[config.mk]
export PLATFORM = sky130hd
export DESIGN_NAME = enc_frame_scheduler
export DESIGN_NICKNAME = d
export VERILOG_FILES = /design/src/rtl/enc_frame_scheduler_pkg.sv /design/src/rtl/enc_frame_scheduler_encoder.sv /design/src/rtl/enc_frame_scheduler.sv
export SDC_FILE = /design/constraint.sdc
export NUM_CORES = 1
export LEC_CHECK = 0
export BUFFER_PORTS_ARGS = -buffer_cell sky130_fd_sc_hd__buf_4
export CELL_PAD_IN_SITES_DETAIL_PLACEMENT = 0
export CELL_PAD_IN_SITES_GLOBAL_PLACEMENT = 1
export CORE_MARGIN = 1.5
export CORE_UTILIZATION = 30
export DETAILED_ROUTE_END_ITERATION = 12
export PLACE_DENSITY_LB_ADDON = 0.1
export SYNTH_ARGS = -nofsm -noshare
export SYNTH_HDL_FRONTEND = slang
export SYNTH_SLANG_ARGS = --single-unit
[constraint.sdc]
create_clock -name clk -period 2.5 [get_ports clk]
set_input_delay 0.5 -clock clk [delete_from_list [all_inputs] [get_ports clk]]
set_output_delay 0.5 -clock clk [all_outputs]
set_load 0.03 [all_outputs]
[src/rtl/enc_frame_scheduler_pkg.sv]
// Shared types and defaults for the framed encoder scheduler.
// Holds the FSM encoding and the header byte layout.
package enc_frame_scheduler_pkg;

   localparam int         LEN_W_DEF    = 4;
   localparam logic [3:0] SYNC_NIB_DEF = 4'hA;
   localparam int         HDR_PAD_W    = 3;

   typedef enum logic [2:0] {
      S_IDLE,
      S_HDR,
      S_LEN,
      S_PAY,
      S_CSUM
   } state_t;

   // Header: sync nibble, zero pad, source id in bit 0.
   function automatic logic [7:0] hdr_byte(
      input logic [3:0] sync,
      input logic       src
   );
      return {sync, {HDR_PAD_W{1'b0}}, src};
   endfunction

endpackage

[src/rtl/enc_frame_scheduler_encoder.sv]
// Nibble-increment encoder: each nibble +1 mod 16.
// Purely combinational; no carry between nibbles.
module enc_frame_scheduler_encoder (
   input  logic [7:0] raw,
   output logic [7:0] enc
);

   assign enc = {raw[7:4] + 4'd1, raw[3:0] + 4'd1};

endmodule

[src/rtl/enc_frame_scheduler.sv]
// Round-robin framer sharing one encoder between two byte sources.
// Emits header, length, encoded payload and XOR checksum on one TX stream.
module enc_frame_scheduler
   import enc_frame_scheduler_pkg::*;
#(
   parameter int         LEN_W    = LEN_W_DEF,
   parameter logic [3:0] SYNC_NIB = SYNC_NIB_DEF
) (
   input  logic             clk,
   input  logic             reset,
   input  logic [1:0]       src_req,
   input  logic [LEN_W-1:0] src_len0,
   input  logic [LEN_W-1:0] src_len1,
   input  logic [7:0]       src_data0,
   input  logic [7:0]       src_data1,
   input  logic [1:0]       src_valid,
   output logic [1:0]       src_ready,
   output logic [1:0]       gnt,
   output logic             busy,
   output logic [7:0]       tx_data,
   output logic             tx_valid,
   input  logic             tx_ready,
   output logic             tx_last,
   output logic             frame_done
);

   state_t           state, state_nx;
   logic [1:0]       gnt_nx;
   logic             last_gnt, last_gnt_nx;
   logic [LEN_W-1:0] len_q, len_nx;
   logic [LEN_W-1:0] cnt, cnt_nx;
   logic [7:0]       csum, csum_nx;
   logic [7:0]       data_nx;
   logic             valid_nx, last_nx;

   logic       load_en;
   logic       pick;
   logic       sel_valid;
   logic [7:0] sel_data;
   logic [7:0] enc_byte;
   logic [7:0] hdr;
   logic [7:0] len_byte;

   assign load_en   = !tx_valid || tx_ready;
   // Both requesting: the source that did not win last time goes next.
   assign pick      = (&src_req) ? ~last_gnt : src_req[1];
   assign sel_valid = gnt[1] ? src_valid[1] : src_valid[0];
   assign sel_data  = gnt[1] ? src_data1 : src_data0;
   assign hdr       = hdr_byte(SYNC_NIB, gnt[1]);
   assign len_byte  = 8'(len_q);

   assign busy       = (state != S_IDLE);
   assign frame_done = (state == S_CSUM) && tx_valid
                       && tx_last && tx_ready;

   enc_frame_scheduler_encoder u_enc (
      .raw (sel_data),
      .enc (enc_byte)
   );

   always_ff @(posedge clk) begin
      if (reset) begin
         state    <= S_IDLE;
         gnt      <= '0;
         last_gnt <= 1'b1;
         len_q    <= '0;
         cnt      <= '0;
         csum     <= '0;
         tx_data  <= '0;
         tx_valid <= 1'b0;
         tx_last  <= 1'b0;
      end else begin
         state    <= state_nx;
         gnt      <= gnt_nx;
         last_gnt <= last_gnt_nx;
         len_q    <= len_nx;
         cnt      <= cnt_nx;
         csum     <= csum_nx;
         tx_data  <= data_nx;
         tx_valid <= valid_nx;
         tx_last  <= last_nx;
      end
   end

   always_comb begin
      state_nx    = state;
      gnt_nx      = gnt;
      last_gnt_nx = last_gnt;
      len_nx      = len_q;
      cnt_nx      = cnt;
      csum_nx     = csum;
      data_nx     = tx_data;
      valid_nx    = tx_valid;
      last_nx     = tx_last;
      src_ready   = 2'b00;

      // A consumed byte drops valid unless a new one is loaded below.
      if (load_en) begin
         valid_nx = 1'b0;
         last_nx  = 1'b0;
      end

      unique case (state)
         S_IDLE: begin
            if (|src_req) begin
               gnt_nx      = pick ? 2'b10 : 2'b01;
               last_gnt_nx = pick;
               len_nx      = pick ? src_len1 : src_len0;
               cnt_nx      = '0;
               state_nx    = S_HDR;
            end
         end
         S_HDR: begin
            if (load_en) begin
               data_nx  = hdr;
               valid_nx = 1'b1;
               csum_nx  = hdr;
               state_nx = S_LEN;
            end
         end
         S_LEN: begin
            if (load_en) begin
               data_nx  = len_byte;
               valid_nx = 1'b1;
               csum_nx  = csum ^ len_byte;
               state_nx = (len_q != '0) ? S_PAY : S_CSUM;
            end
         end
         S_PAY: begin
            src_ready = gnt & {2{load_en}};
            if (sel_valid && load_en) begin
               data_nx  = enc_byte;
               valid_nx = 1'b1;
               csum_nx  = csum ^ enc_byte;
               cnt_nx   = cnt + LEN_W'(1);
               if (cnt == len_q - LEN_W'(1))
                  state_nx = S_CSUM;
            end
         end
         S_CSUM: begin
            // Load the checksum once, then wait for its handshake.
            if (tx_valid && tx_last) begin
               if (tx_ready) begin
                  gnt_nx   = 2'b00;
                  state_nx = S_IDLE;
               end
            end else if (load_en) begin
               data_nx  = csum;
               valid_nx = 1'b1;
               last_nx  = 1'b1;
            end
         end
         default: state_nx = S_IDLE;
      endcase
   end

endmodule
Yosys cells after proc, flatten, opt, wreduce, memory -nomap -nowiden --
Index checks and enable logic that the tools add are counted.
Cells by class: reductions and logical operators 23, equal/unequal tests 14, muxes and demuxes 40, $add $sub $neg 4, bitwise logic cells 4
Operators by type and width (number):
- 8-bit 2-to-1 mux | 8
- 8-bit case mux with 4 select lines | 1
- 3-bit 2-to-1 mux | 8
- 8-bit case mux with 3 select lines | 1
- 2-bit inequality test (second input constant) | 8
- 3-bit case mux with 5 select lines | 1
- 4-bit by 1-bit adder with 4-bit output (second input constant) | 3
- 4-bit 2-to-1 mux | 3
- 1-bit 2-to-1 mux | 10
- 2-bit 2-to-1 mux | 5
- 4-bit case mux with 2 select lines | 1
- 4-bit AND reduction | 2
- 4-bit nonzero test | 2
- 8-bit by 4-bit XOR with 8-bit output | 1
- 8-bit XOR | 1
- 7-bit AND reduction | 1
- 3-bit by 2-bit equality test with 1-bit output (second input constant) | 2
- 6-bit AND reduction | 1
- 3-bit nonzero test | 2
- 1-bit logical AND | 5
- 4-bit equality test | 1
- 2-bit case mux with 2 select lines | 1
- 2-bit AND reduction | 2
- 2-bit nonzero test | 2
- 12 further kinds | 13
Storage, ports and cells: output and inout port bits 16, register bits after elaboration 32, input bits 31

Longest topological paths before layout --
Gate-level depths: netlist of run 1.
depth in word-level cells 6, depth in mapped cells 9, mapped depth without buffers 7

Hierarchy --
Synthesis of run 1 repeated with hierarchy kept, for this count alone.
Second synthesis, totals: cells, all modules 255, area, all modules 2117.0 µm²
Modules (own cells, without submodules):
- enc_frame_scheduler | cells an instance 245, area an instance 2039.5 µm², times used 1, seq. area each 640.6 µm²
- enc_frame_scheduler_encoder | cells an instance 10, area an instance 77.6 µm², times used 1, seq. area each 0.0 µm²

Worst setup path after synthesis of run 1 --
OpenSTA, ideal clock, no wires.
path type reg-to-reg, from register gnt[1], to register csum[1], cell stages (with the launch flop) 8, buffers on the path 2, arrival 2.129 ns, path slack 0.301 ns, period minus slack after synthesis 2.199 ns, cell sequence dfxtp_1 buf_2 buf_2 mux2_2 ha_1 mux2i_1 or4_1 a21oi_1
On the way: word-level cells in the longest chain between the ends 5
RTL lines:
- from (decl) | RTL line enc_frame_scheduler.sv:18 | output logic [1:0] gnt,
- from (signal assigned) | RTL line enc_frame_scheduler.sv:74 | gnt <= gnt_nx;
- 8-bit 2-to-1 mux | RTL line enc_frame_scheduler.sv:48 | assign sel_data = gnt[1] ? src_data1 : src_data0;
- 4-bit by 1-bit adder with 4-bit output | RTL line enc_frame_scheduler_encoder.sv:8 | assign enc = {raw[7:4] + 4'd1, raw[3:0] + 4'd1};
- 8-bit XOR | RTL line enc_frame_scheduler.sv:134 | csum_nx = csum ^ enc_byte;
- 8-bit 2-to-1 mux | RTL line enc_frame_scheduler.sv:131 | if (sel_valid && load_en) begin
- 8-bit case mux with 3 select lines | RTL line enc_frame_scheduler.sv:103 | unique case (state)
- to (signal assigned) | RTL line enc_frame_scheduler.sv:78 | csum <= csum_nx;
- to (decl) | RTL line enc_frame_scheduler.sv:32 | logic [7:0] csum, csum_nx;
Parallel ways exist; a longest one is shown, timed or not. The select of a mux whose other input is x is not followed. A chain may end at the register's enable or synchronous reset.

Worst setup path after layout of run 1 --
from register state[2], to output frame_done
On the way: word-level cells in the longest chain between the ends 4
RTL lines:
- from (decl) | RTL line enc_frame_scheduler.sv:27 | state_t state, state_nx;
- from (signal assigned) | RTL line enc_frame_scheduler.sv:73 | state <= state_nx;
- 3-bit equality test | RTL line enc_frame_scheduler.sv:53 | assign frame_done = (state == S_CSUM) && tx_valid
- 1-bit logical AND | RTL line enc_frame_scheduler.sv:53
- 1-bit logical AND (2 in a row) | RTL line enc_frame_scheduler.sv:54 | && tx_last && tx_ready;
- to (decl) | RTL line enc_frame_scheduler.sv:24 | output logic frame_done
No other way between the ends.

==> results of run 1 <==
==> routing by layer <==
| metal | GRT usage [%] | share of wire [%] | up-vias | routed length, um |
|---|---|---|---|---|
| li1 | - | - | 1035 | - |
| met1 | 24.1 | 47 | 934 | 2830 |
| met2 | 24.8 | 44 | 63 | 2630 |
| met3 | 4.19 | 7.5 | 5 | 449 |
| met4 | 3.96 | 1.0 | 0 | 62 |
| met5 | 0 | 0 | - | 0 |
==> cell type report <==
| class | count | area [um2] | area share (%) |
|---|---|---|---|
| repair buffers | 55 | 413 | 15.7 |
| clock inverters | 2 | 35.0 | 1.33 |
| clock buffers | 6 | 72.6 | 2.76 |
| well taps | 80 | 100 | 3.80 |
| flip-flops and latches | 32 | 641 | 24.3 |
| multi-input cells | 199 | 1340 | 50.7 |
| inverters | 10 | 37.5 | 1.43 |
==> registers in the layout, summed over array words and instances (netlist names), named ones only <==
signal and flops:
csum 8, tx_data 8, cnt 4, len_q 4, state 3, gnt 2, last_gnt 1, tx_valid 1
==> through the flow <==
stage	utilization [%]	hold slack [ns]	setup WS [ns]	instance area, um2	cells
2_1_floorplan	-	0.445	0.301	2080	255
3_3_place_gp	37.4	0.437	0.358	2530	376
3_5_place_dp	37.4	0.445	0.354	2530	376
4_1_cts	39.0	0.455	0.245	2630	384
5_1_grt	39.0	0.485	0.0515	2630	384
6_report	39.0	0.450	0.238	2630	384
==> critical path, stage by stage, from the launching register on <==
cell and delay [ns]:
dfxtp_1 0.65, nor3b_1 0.24, buf_4 0.22, nand2_1 0.09
nor2_1 0.10, buf_4 0.17
==> worst max-delay path by stage <==
| stage | end | cells after the start |
|---|---|---|
| 6_report | frame_done | 5 |
| 5_1_grt | frame_done | 5 |
| 4_1_cts | frame_done | 5 |
| 3_5_place_dp | tx_data[7] | 6 |
| 3_3_place_gp | tx_data[7] | 6 |
| 2_1_floorplan | csum[1] | 7 |
==> power by group <==
part | internal, mW | total (mW) | leakage, nW | switching [mW]
Clock | 0.296 | 0.497 | 0.0552 | 0.201
Combinational | 0.551 | 1.32 | 0.733 | 0.766
Sequential | 0.623 | 0.788 | 0.261 | 0.165
==> logic make-up after synthesis <==
family          share of synthesized area, %
simple gates                            21.9
compound gates                          23.5
flops                                   30.8
buf+inv                                 4.99
mux                                     9.93
xor+xnor                                5.90
fa+ha+maj                               3.01
==> cell usage in the layout, fill, tap and decap left out, types with 2 or more instances in the layout <==
master / Yosys / layout
nor3_1: 7 / 7
a21boi_1: 2 / 2
or3_1: 3 / 3
mux2_2: 5 / 5
nor2_1: 18 / 18
a21oi_1: 16 / 16
and3_1: 4 / 4
o21ai_1: 6 / 6
a2111oi_0: 2 / 2
a221oi_1: 2 / 2
clkbuf_8: 0 / 5
o31a_1: 2 / 2
a211oi_1: 6 / 6
nand2b_1: 6 / 6
nand3_1: 9 / 9
nand4_1: 2 / 2
xnor2_1: 8 / 8
or4_1: 2 / 2
ha_1: 5 / 5
a22oi_1: 6 / 6
nand3b_1: 3 / 3
inv_1: 9 / 9
nor3b_1: 2 / 2
buf_4: 0 / 55
a31oi_1: 5 / 5
xor2_1: 6 / 6
nor2b_1: 4 / 4
dfxtp_1: 32 / 32
nand2_1: 21 / 21
o21ai_0: 10 / 10
mux2i_1: 15 / 15
==> flow_summary.ini, run 1 <==
[route]
vias = 2037
drt-initial-drc-count = 108
via_per_inst = 5.30
detail_route.wl_per_cell_um = 15.6
totalWireLength_um = 5970
drtAntennaViolNets = 0
first_pass_iters = 4
route.detailed.drc = 0

[critical_path]
critical_path_required_ns = 2.00
crit_start = state[2]
timing.rr.end = state[2]
reg2reg_slack_ns = 0.34
start_kind = flop
critPathCaptureType = output pin
cp_max_fo = 17
path_class = flop to output pin
arrival_ns = 1.76
reg2reg_from = state[2]
worstRegToRegCells = 5

[min_path]
min_from = tx_data[1]
min_path_cells = 2
hp-class = flop to flop
min_to = tx_data[1]

[timing]
relSlewSlack_pct = 51.0
timing.fmax_ghz = 0.442
setup_violations = 0
final.setup.tns_ns = 0
finalHoldViolations = 0
clock_skew_ns = 0.00147
fin_crit_ns = 2.26
worst_pin_slew_ns = 0.714
rsz0062_at_grt = false
slew_violations = 0
period_share_pct = 90.5

[global_route]
grt_max_degree = 34
gr-usage-all-layers_pct = 16.6
grt_pass1_wl_um = 9570
grt_pass1_vias = 1857
grt-ovfl-total = 0
grt_antenna_before_repair = 0

[synth]
synth.top_cells.by_area = dfxtp_1, mux2i_1, a21oi_1
ys_seq_elements = 32
yosysUniqueCellTypes = 56
ys_top_cells_by_count = dfxtp_1, nand2_1, nor2_1, a21oi_1, mux2i_1
ys_seq_area_share_pct = 30.8
yosysTopAreaCell = dfxtp_1
synth.most_common_cell = dfxtp_1
synth_nets = 291
syn_inst = 255
async_reset_ff_share_pct = 0
syn_area_per_cell_um2 = 8.15
synth_flop_cell = dfxtp_1
mappedNetlistArea_um2 = 2080
ys_warn_count = 0
synth.top_cell.area_share_pct = 30.8
synth-edff-count = 0

[floorplan]
start_util_pct = 30.8
fp-row-count = 30
die_w_um = 86.3
core_um2 = 6760
dieArea_um2 = 7440
die_h_um = 86.3
io_pins = 47

[layout]
fillers = 717
n_antenna_cell = 0
num-nets-final = 339
syn_to_final_growth_pct = 26.7
drive_gt1_share_pct = 24.7

[outcome]
status = complete, no violations

[pwr]
power_mw = 2.60
ir_drop_uv = 362
leakage_nw = 1.05
power_density_nw_per_um2 = 988

[cts]
cts_hold_buf = 0
clockBufferDepth = 2
cts_sinks = 32
cts-htree-levels = 2
cts.repair.resized = 0
path_clk_slew_ns = 0.07
cts_inserted_buffers = 5
insertion_delay_ns = 0.29
clockRootBuffer = clkbuf_8
post_cts_buffers = 0
cts_tree = built

[place]
dp_hpwl_um = 4470
portBuffers = 46
gp_congestion = 0.839

[job]
cap_violations = 0
Power figures use the tool's default switching activity.
==> run 2: changes to the inputs <==
- BUFFER_PORTS_ARGS: -buffer_cell sky130_fd_sc_hd__buf_4 -> unset
- DONT_BUFFER_PORTS: unset -> 1
==> run 2 against run 1 <==
Compared with the run above: sequential cell count unchanged; cell count is 11% lower; sequential share of layout area increased by 3.4 points; global-route usage down 0.27 points; largest power group unchanged; hold slack lost 0.17 ns; first-iteration DRC count decreased by 5.6%; count of clock-buffer cells in the layout rose by 1; fmax shrank 4.0%; die area is the same; total power fell by 6.1%.
==> flow_summary.ini, run 2 (synthesized netlist as in run 1, its figures left out) <==
[timing]
relSlewSlack_pct = 48.3
period_share_pct = 94.3
setup_violations = 0
timing.final.ws_setup_ns = 0.143
rsz0062_at_grt = false
clock_skew_ns = 0.00467
slew_violations = 0
final.setup.tns_ns = 0
finalHoldViolations = 0
timing.fmax_ghz = 0.424
fin_crit_ns = 2.36
worst_pin_slew_ns = 0.756

[route]
first_pass_iters = 4
drtAntennaViolNets = 0
drt-initial-drc-count = 102
via_per_inst = 5.53
vias = 1887
detail_route.wl_per_cell_um = 17.0
route.detailed.drc = 0
totalWireLength_um = 5790

[global_route]
gr-usage-all-layers_pct = 16.4
grt_antenna_before_repair = 0
grt_pass1_vias = 1804
grt-ovfl-total = 0
grt_pass1_wl_um = 9320
grt_max_degree = 34

[outcome]
status = complete, no violations

[floorplan]
die_w_um = 86.3
io_pins = 47
fp-row-count = 30
dieArea_um2 = 7440
die_h_um = 86.3
start_util_pct = 30.8
core_um2 = 6760

[critical_path]
path_class = flop to output pin
cp_max_fo = 17
cp_cell_sequence = and3b_1 > and3_1
critical_path_required_ns = 2.00
arrival_ns = 1.86
critPathBufInv = 0
critical-path-slowest-cell = dfxtp_1
reg2reg_slack_ns = 0.32
start_kind = flop
crit_family = simple AND/OR/NAND/NOR gates
cpPeakStageDelay_ns = 0.66
critPathCaptureType = output pin

[layout]
final_common_cell = dfxtp_1
fillers = 742
layout_common_cells = dfxtp_1, nand2_1, nor2_1, a21oi_1, mux2i_1
regArea_um2 = 641
num-nets-final = 297
syn_to_final_growth_pct = 11.0
n_antenna_cell = 0
reg.largest.list = csum: 8 flops, tx_data: 8 flops
layoutNonFillerInstCount = 341
drive_gt1_share_pct = 12.6
multi_input_area_um2 = 1340

[job]
cap_violations = 0

[cts]
cts-htree-levels = 2
cts.repair.resized = 0
cts_sinks = 32
post_cts_buffers = 0
clockBufferDepth = 2
clockRootBuffer = clkbuf_8
path_clk_slew_ns = 0.07
insertion_delay_ns = 0.28
cts_inserted_buffers = 5
cts_hold_buf = 0
cts_tree = built

[min_path]
hp-class = input port to flop

[place]
preCtsSetupSlack_ns = 0.360
gp_congestion = 0.834
dp_hpwl_um = 4440
portBuffers = 0
place_inst = 334

[pwr]
leakage_nw = 0.835
power_density_nw_per_um2 = 1060
ir_drop_uv = 385
[run 2: worst paths after layout]
| check | start | end | depth (start not counted) |
|---|---|---|---|
| worst max-delay path | state[1] | src_ready[0] | 2 |
| worst min-delay path | reset | csum[1] | 1 |
| worst max register to register | state[2] | state[2] | 5 |
| worst min register to register | csum[5] | csum[5] | 2 |
[run 2: stage by stage]
step | area (um2) | utilization [%] | total power, mW | hold slack (ns)
floorplan | 2080 | - | 1.70 | 0.445
global placement | 2210 | 32.7 | 2.05 | 0.478
detailed placement | 2210 | 32.7 | 2.03 | 0.470
CTS | 2310 | 34.1 | 2.47 | 0.273
global route | 2310 | 34.1 | 2.66 | 0.264
finish | 2310 | 34.1 | 2.44 | 0.281
[run 2: per-layer routing]
| layer | up-vias | share of wire, % | global-route usage, % | routed length, um |
|---|---|---|---|---|
| met3 | 4 | 4.2 | 3.52 | 241 |
| li1 | 944 | - | - | - |
| met1 | 896 | 48 | 22.0 | 2800 |
| met4 | 0 | 0.97 | 5.72 | 56 |
| met5 | - | 0 | 0 | 0 |
| met2 | 43 | 46 | 26.1 | 2690 |
[run 2: layout make-up]
| cell class | instances | area share, % |
|---|---|---|
| Timing Repair Buffer | 13 | 4.23 |
| Sequential cell | 32 | 27.8 |
| Clock buffer | 7 | 4.18 |
| Inverter | 10 | 1.63 |
| Multi-Input combinational cell | 199 | 57.9 |
| Tap cell | 80 | 4.34 |
[run 2: worst reg2reg max path: cells and delay by family (launching register included)]
family             cells  cell delay, ns
and+or+nand+nor        2            0.81
AOI/OAI and AO/OA      3            0.65
DFF                    1            0.66
[run 2: power by group]
part,internal (mW),switching [mW]
combinational,0.487,0.658
clock,0.245,0.192
sequential,0.623,0.238
total,1.35,1.09
